**src/rtl/llsc_ctrl_pkg.sv**
```systemverilog
// ============================================================================
// llsc_ctrl_pkg : shared encodings and word-compare macro for the LL/SC block
// Revision      : 1.0  initial release
// ============================================================================
`ifndef LLSC_CTRL_DEFINES
`define LLSC_CTRL_DEFINES
`ifndef RstEnable
`define RstEnable 1'b0
`endif
`ifndef WriteEnable
`define WriteEnable 1'b1
`endif
`define LLSC_IDLE   1'b0
`define LLSC_LINKED 1'b1
`define LLSC_WORD_EQ(a, b) ((a[31:2]) == (b[31:2]))
`endif

`default_nettype none

package llsc_ctrl_pkg;

  typedef enum logic {
    ST_IDLE   = `LLSC_IDLE,
    ST_LINKED = `LLSC_LINKED
  } llsc_state_e;

endpackage

`default_nettype wire

```
**src/rtl/llsc_timeout_cnt.sv**
```systemverilog
// ============================================================================
// llsc_timeout_cnt : saturating link-inactivity counter with expire pulse
// Revision         : 1.0  initial release
// ============================================================================
`default_nettype none

module llsc_timeout_cnt #(
  parameter int TIMEOUT_W    = 8,
  parameter int LINK_TIMEOUT = 255
) (
  input  logic clk,
  input  logic Rst_n,
  input  logic clear_i,
  input  logic enable_i,
  output logic expire_o
);

  localparam logic [TIMEOUT_W-1:0] CNT_MAX = '1;

  logic [TIMEOUT_W-1:0] cnt_q;

  always_ff @(posedge clk) begin
    if (Rst_n == `RstEnable) begin
      cnt_q <= '0;
    end else if (clear_i) begin
      cnt_q <= '0;
    end else if (enable_i && (cnt_q != CNT_MAX)) begin
      cnt_q <= cnt_q + 1'b1;
    end
  end

  generate
    if (LINK_TIMEOUT == 0) begin : g_no_timeout
      assign expire_o = 1'b0;
    end else begin : g_timeout
      localparam logic [TIMEOUT_W-1:0] LAST = TIMEOUT_W'(LINK_TIMEOUT - 1);
      assign expire_o = enable_i && (cnt_q == LAST);
    end
  endgenerate

endmodule

`default_nettype wire

```
**src/rtl/llsc_ctrl.sv**
```systemverilog
// ============================================================================
// llsc_ctrl : LL/SC link-bit controller for the MEM stage
//             (snoop ports and snoop kill enabled by LLSC_SNOOP_EN)
// Revision  : 1.0  initial release
// ============================================================================
`default_nettype none

module llsc_ctrl
  import llsc_ctrl_pkg::*;
#(
  parameter int TIMEOUT_W    = 8,
  parameter int LINK_TIMEOUT = 255
) (
  input  logic        clk,
  input  logic        Rst_n,
  input  logic        flush,
  input  logic        stall,
  input  logic        ll_valid,
  input  logic        sc_valid,
  input  logic [31:0] mem_addr,
`ifdef LLSC_SNOOP_EN
  input  logic        snoop_valid,
  input  logic [31:0] snoop_addr,
`endif
  output logic        sc_ok,
  output logic        LLbit_o,
  output logic [31:0] link_addr_o
);

  llsc_state_e state_q;
  logic [31:0] link_addr_q;
  logic        ll_fire;
  logic        sc_fire;
  logic        snoop_kill;
  logic        sc_hit;
  logic        expire;
  logic        cnt_clr;
  logic        unused_addr_lsb;

  assign LLbit_o     = (state_q == ST_LINKED);
  assign link_addr_o = link_addr_q;

  // A simultaneous LL takes priority, so the SC is treated as absent.
  assign ll_fire = ll_valid & ~stall;
  assign sc_fire = sc_valid & ~stall & ~ll_fire;

`ifdef LLSC_SNOOP_EN
  assign snoop_kill      = snoop_valid & `LLSC_WORD_EQ(snoop_addr, link_addr_q);
  assign unused_addr_lsb = ^{mem_addr[1:0], snoop_addr[1:0]};
`else
  assign snoop_kill      = 1'b0;
  assign unused_addr_lsb = ^mem_addr[1:0];
`endif

  assign sc_hit = LLbit_o & `LLSC_WORD_EQ(mem_addr, link_addr_q) & ~snoop_kill;
  assign sc_ok  = sc_fire & ~flush & sc_hit;

  // Counter restarts on every LL and sits at zero whenever the link is down.
  assign cnt_clr = ~LLbit_o | flush | ll_fire | sc_fire | snoop_kill | expire;

  llsc_timeout_cnt #(
    .TIMEOUT_W    (TIMEOUT_W),
    .LINK_TIMEOUT (LINK_TIMEOUT)
  ) u_timeout_cnt (
    .clk      (clk),
    .Rst_n    (Rst_n),
    .clear_i  (cnt_clr),
    .enable_i (LLbit_o),
    .expire_o (expire)
  );

  always_ff @(posedge clk) begin
    if (Rst_n == `RstEnable) begin
      state_q     <= ST_IDLE;
      link_addr_q <= '0;
    end else if (flush) begin
      state_q <= ST_IDLE;
    end else if (ll_fire == `WriteEnable) begin
      state_q     <= ST_LINKED;
      link_addr_q <= {mem_addr[31:2], 2'b00};
    end else if (sc_fire || snoop_kill || expire) begin
      state_q <= ST_IDLE;
    end
  end

endmodule

`default_nettype wire

```
**config.mk**
```make
export PLATFORM = sky130hd
export DESIGN_NAME = llsc_ctrl
export DESIGN_NICKNAME = d
export VERILOG_FILES = /design/src/rtl/llsc_ctrl_pkg.sv /design/src/rtl/llsc_timeout_cnt.sv /design/src/rtl/llsc_ctrl.sv
export SDC_FILE = /design/constraint.sdc
export NUM_CORES = 1
export LEC_CHECK = 0
export BUFFER_PORTS_ARGS = -buffer_cell sky130_fd_sc_hd__buf_2
export CORE_ASPECT_RATIO = 0.75
export CORE_MARGIN = 2
export CORE_UTILIZATION = 35
export CTS_BUF_LIST = sky130_fd_sc_hd__clkbuf_4 sky130_fd_sc_hd__clkbuf_8
export CTS_CLUSTER_DIAMETER = 200
export CTS_CLUSTER_SIZE = 14
export DETAILED_ROUTE_END_ITERATION = 12
export PLACE_DENSITY = 0.59
export SLEW_MARGIN = 20
export SYNTH_ARGS = -nofsm -noshare
export SYNTH_HDL_FRONTEND = slang
export SYNTH_SLANG_ARGS = --single-unit
```
**constraint.sdc**
```tcl
create_clock -name clk -period 1.5 [get_ports clk]
set_clock_uncertainty 0.15 [all_clocks]
set_input_delay 0.075 -clock clk [delete_from_list [all_inputs] [get_ports clk]]
set_output_delay 0.075 -clock clk [all_outputs]
set_load 0.005 [all_outputs]
```
Word-level counts from Yosys, hierarchy flattened:

Cells that the tools add are included.

* $add $sub $neg: 1
* equal/unequal tests: 3
* muxes and demuxes: 2
* bitwise operators: 15
* reductions and logical operators: 7

Operators by type and width (number)
* $eq 30x30->1: 1
* $add 8x1->8 const B: 1
* $eq 8x8->1 const B: 1
* $ne 8x8->1 const B: 1
* $and 1x1->1: 6
* $not 1->1: 5
* $or 1x1->1: 4
* $reduce_or 2->1: 2
* $logic_and 1x1->1: 2
* $mux 1: 2
* $reduce_and 2->1: 1
* $reduce_bool 2->1: 1
* $logic_or 1x1->1: 1

* flip-flop bits (word level): 39
* input port bits: 38
* logic and storage cells: 31

Logic depth before layout (Yosys ltp):

* depth after elaboration: 7
* gate-level depth with buffers: 6
* mapped depth without buffers: 5

Modules after synthesis:

Synthesis repeated with hierarchy kept, for this count alone.

* cells, all modules: 236
* area total of the unflattened synthesis: 2008.2 um^2

Modules (own cells, without submodules)
* llsc_ctrl: instances 1, cells an instance 186, area each 1536.5 um^2, sequential area each 620.6 um^2
* llsc_timeout_cnt: instances 1, cells an instance 50, area each 471.7 um^2, sequential area each 160.2 um^2

Worst setup path after synthesis:

Ideal clock, no wire load.

* kind: register to register
* start point: register u_timeout_cnt.cnt_q[6]
* end point: register u_timeout_cnt.cnt_q[5]
* arrival: 1.339 ns
* required time: 1.273 ns
* path slack: -0.066 ns
* cell stages (with the launch flop): 6
* path buffers: 1
* cell sequence: dfxtp_1 -> and3_1 -> buf_6 -> and3_4 -> or4_1 -> a21oi_1

* cells in the longest elaborated chain, start to end: 4
* elaborated cells on any way between the ends: 6
* classes of those cells: eq/ne (2); bitwise (1); reduce/logical (3)

Ends and longest elaborated chain
* start: declaration: line llsc_timeout_cnt.sv:20 `logic [TIMEOUT_W-1:0] cnt_q;`
* start signal: assignment: line llsc_timeout_cnt.sv:28 `cnt_q <= cnt_q + 1'b1;`
* $eq 8x8->1: line llsc_timeout_cnt.sv:37 `assign expire_o = enable_i && (cnt_q == LAST);`
* $logic_and 1x1->1: line llsc_timeout_cnt.sv:37
* $or 1x1->1: line llsc_ctrl.sv:59 `assign cnt_clr = ~LLbit_o | flush | ll_fire | sc_fire | snoop_kill | expire;`
* $reduce_or 2->1 (no line)

Parallel ways exist; a longest one is shown, timed or not.
A chain may end at the register's enable or synchronous reset.

Final worst setup path:

* start point: register state_q, in the netlist LLbit_o
* end point: output sc_ok

* cells in the longest elaborated chain, start to end: 2

Ends and longest elaborated chain
* start: declaration: line llsc_ctrl.sv:30 `llsc_state_e state_q;`
* start signal: assignment: line llsc_ctrl.sv:74 `state_q <= ST_IDLE;`
* start signal: assignment: line llsc_ctrl.sv:77 `state_q <= ST_IDLE;`
* start signal: assignment: line llsc_ctrl.sv:79 `state_q <= ST_LINKED;`
* $and 1x1->1 (no line)
* $and 1x1->1: line llsc_ctrl.sv:56 `assign sc_ok = sc_fire & ~flush & sc_hit;`
* end: declaration: line llsc_ctrl.sv:25 `output logic sc_ok,`

No other way between the ends.

==> impl_results.md <==
* Setup-violating endpoint count in the final report at 2
* Syn. warnings at 0
* Register area share after synthesis at 40.7%
* Aggregate routed wire length at 5.74 mm
* Area overhead of the layout relative to synthesis at 58.6%
* Starting density of the core at 36.0%
* Share of the synthesized area in the top cell type at 40.7%
* Number of remaining DRC errors at 0
* Path class of the lowest-slack min-delay path: in -> reg
* Part of the cycle the worst path needs at 124%
* Y dimension of the die at 68.1 um
* Layout fillers at 482
* Critical hold path startpoint: Rst_n
* DR vias at 2009
* Final core utilization at 57.1%
* Top Usage Layer GRT: met1
* # nets final at 395
* Cell internal pwr at 1.78 mW
* Leakage at 1.32 nW
* Buffering stage count on the worst path with inverters included at 1
* Max Fanout on Critical Path at 5
* Global routing met3 resource utilization at 4.83%
* Max stage delay cell, worst path: dfxtp_1
* Sum of negative setup slack at -406 ps
* Clock transition at the registers of the reported paths at 70 ps
* Worst slack at placement at -91.7 ps
* Unrepaired setup endpoints after global routing: true
* Top-Level Pins at 72
* Root Driver: clkbuf_8
* Max-cap violations at 0
* Placeable core region at 0.00532 mm^2
* Overall Global Routing Usage at 18.8%
* Pin count of the biggest net entering global routing at 32
* Reg-to-reg startpoint: u_timeout_cnt.cnt_q[3]
* Cell type group with the largest total delay on the critical path: simple AND/OR/NAND/NOR gates
* Count of unique library cells instantiated by Yosys at 30
* Final Hold Fails at 0
* Fraction of final layout cells sized beyond drive strength 1 at 37.1%
* Number of cells produced by synthesis at 232
* Most used cell, CP: nor4_2
* Number of H-tree levels at 2
* Number of stages on the worst hold path at 4
* TritonCTS buffer count at 5
* Final-report max-slew violation count at 0
* Share of power burned in registers at 46.5%
* Area contributors post-synth: dfxtp_1, nand2_1, a21boi_0
* Crit start category: flip-flop
* Net switching share of the total power at 23.6%
* Global-route met1 utilization at 27.6%
* Final instance count without filler cells at 431
* Internal reg-to-reg setup slack at -50 ps
* Critical path cell sequence: nand4bb_1 -> nor4_2 -> nand2_1 -> nor4_2 -> buf_2
* Minimum clock period at 1850 ps
* Post-route setup slack at -354 ps
* Summed instance area of the synthesized netlist at 0.00192 mm^2
* EDFF count, synth at 0
* Vias per Instance at 4.66
* Fraction of synthesis flops using an asynchronous set or reset pin at 0%
* Post-detailed-route count of antenna-violating nets at 0
* Final GP Congestion at 0.746
* Part of the total power dissipated in combinational logic at 14.2%
* Type of element capturing the critical path: primary output
* IO buf count at 67
* Number of flip-flops and latches in the synthesized netlist at 39
* Share of power burned in the clock network at 39.3%
* Routed len/inst at 13.3 um
* Worst R2R End: u_timeout_cnt.cnt_q[5]
* Area of all placed cells without fillers at 0.00304 mm^2
* Critical path required time at 1270 ps
* Synthesized area per cell at 8.26 um^2
* N_diodes at 0
* Highest achievable clock rate at 539 MHz
* TritonCTS clock tree: built
* Drt first-iter violations at 104
* Horiz. Die Dim at 89.5 um
* Number of sinks on the clock net at 39
* Net switching power of the design at 0.552 mW
* Critical path arrival at 1630 ps
* Worst VDD drop at 0.000416 V
* Global-route wire length before repair at 8.68 mm
* Commonest register cell after synthesis: dfxtp_1
* Most area-hungry cell type in the Yosys netlist: dfxtp_1
* Count of placed standard cells including taps at 389
* First-pass detailed-route iteration total at 4
* Outcome: finished with violations
* GRT overflow at 0
* Hold Path End: u_timeout_cnt.cnt_q[1]
* Maximum root-to-sink buffer count at 2
* Die footprint at 0.00609 mm^2
* Failing checks: setup timing
* Power density relative to cell area at 768 mW/mm^2
* Worst r2r path cells at 4
* Global routing usage on met2 at 26.1%
* Row count at 23
* Later-pin clock latency in the skew report at 290 ps
* Maximum single-stage delay on the critical path at 410 ps
* Startpoint-to-endpoint class of the critical path: reg -> out
* Instance area at placement at 0.00251 mm^2
* Half-perimeter wire length of the detailed placement result at 3.82 mm
* Via count of the first global-routing pass at 1807
* Number of antenna violations at the first check in global routing at 0
## tightest hold or removal path, cell delays in order
cell	delay [ps]
buf_2	110
o2111ai_2	90
buf_6	120
a211oi_2	30
## metal layers
metal	routed length, um	vias to the layer above	share of wire, %
li1	-	1025	-
met1	2920	916	51
met2	2400	57	42
met3	326	11	5.7
met4	94	0	1.6
met5	0	-	0
## power by group through the flow
stage,registers [mW],clock network (mW),logic (mW)
detailed placement,1.11,0,0.261
finish,1.09,0.918,0.332
CTS,1.09,0.929,0.325
floorplan,1.11,0,0.117
global route,1.09,0.986,0.362
global placement,1.11,0,0.261
## Yosys cell counts (3+ instances only)
library cell	n
xor2_1	22
inv_1	3
nand2_1	67
nand4_1	6
xnor2_1	10
a211oi_1	3
a21boi_0	30
nor4_1	7
a21oi_1	4
dfxtp_1	39
nor2_1	8
clkbuf_1	10
## cells by family (layout without fill, tap and decap cells)
family          after synthesis  after routing  synth area share, %
simple gates                100            100                 23.2
xor+xnor                     32             32                 14.6
buf+inv                      16            139                 3.92
fa+ha+maj                     2              2                 1.31
flops                        39             39                 40.7
compound gates               42             42                 16.0
other cells                   1              2                0.196
## per-stage QoR
step / hold slack [ps] / power [mW]
floorplan: 69.9 / 1.23
global placement: 193 / 1.37
detailed placement: 203 / 1.37
CTS: 61.8 / 2.34
global route: 38.1 / 2.44
finish: 37.1 / 2.34
## registers in the layout (all words and copies together), names as in the netlist
| signal | count |
|---|---|
| link_addr_o | 30 |
| u_timeout_cnt.cnt_q | 8 |
| LLbit_o | 1 |
## layout by cell type (no fill, tap or decap), types with 2 or more instances in the layout
master          n
nand2_1        67
buf_2          67
a21boi_0       30
dlygate4sd3_1  30
buf_4          28
dfxtp_1        27
xor2_1         22
dfxtp_2        12
xnor2_1        10
nor2_1          8
nand4_1         6
clkbuf_8        6
nor4_1          4
a21oi_1         4
inv_1           3
nor4_2          3
and3_4          3
a211oi_2        3
nand3_1         2
o31ai_1         2
conb_1          2
buf_6           2
## repair_timing
item,in CTS,in global routing
hold buffers,30,0
cloned,0,0
gates resized for setup,11,13
pin swaps,7,6
endpoints found under the hold margin,30,0
buffers inserted,4,0
setup endpoints to repair,3,8
## final cells by class
cell class | count | area, um^2 | area share [%]
Sequential cell | 39 | 796 | 26.2
Clock inverter | 2 | 35.0 | 1.15
Inverter | 3 | 11.3 | 0.370
Tap cell | 75 | 93.8 | 3.09
Timing Repair Buffer | 128 | 888 | 29.2
Clock buffer | 6 | 82.6 | 2.72
Multi-Input combinational cell | 178 | 1130 | 37.3
## worst max-delay path by stage
| stage | startpoint | endpoint | slack (ps) | cells after the start |
|---|---|---|---|---|
| after detailed placement | link_addr_o[3] | sc_ok | -90 | 5 |
| after global placement | link_addr_o[3] | sc_ok | -30 | 5 |
| after global routing | link_addr_o[9] | sc_ok | -470 | 5 |
| final | LLbit_o | sc_ok | -350 | 5 |
| after CTS | link_addr_o[19] | sc_ok | -330 | 5 |
| after floorplan | u_timeout_cnt.cnt_q[5] | u_timeout_cnt.cnt_q[5] | -40 | 5 |
(Power assumes the default switching activity.)
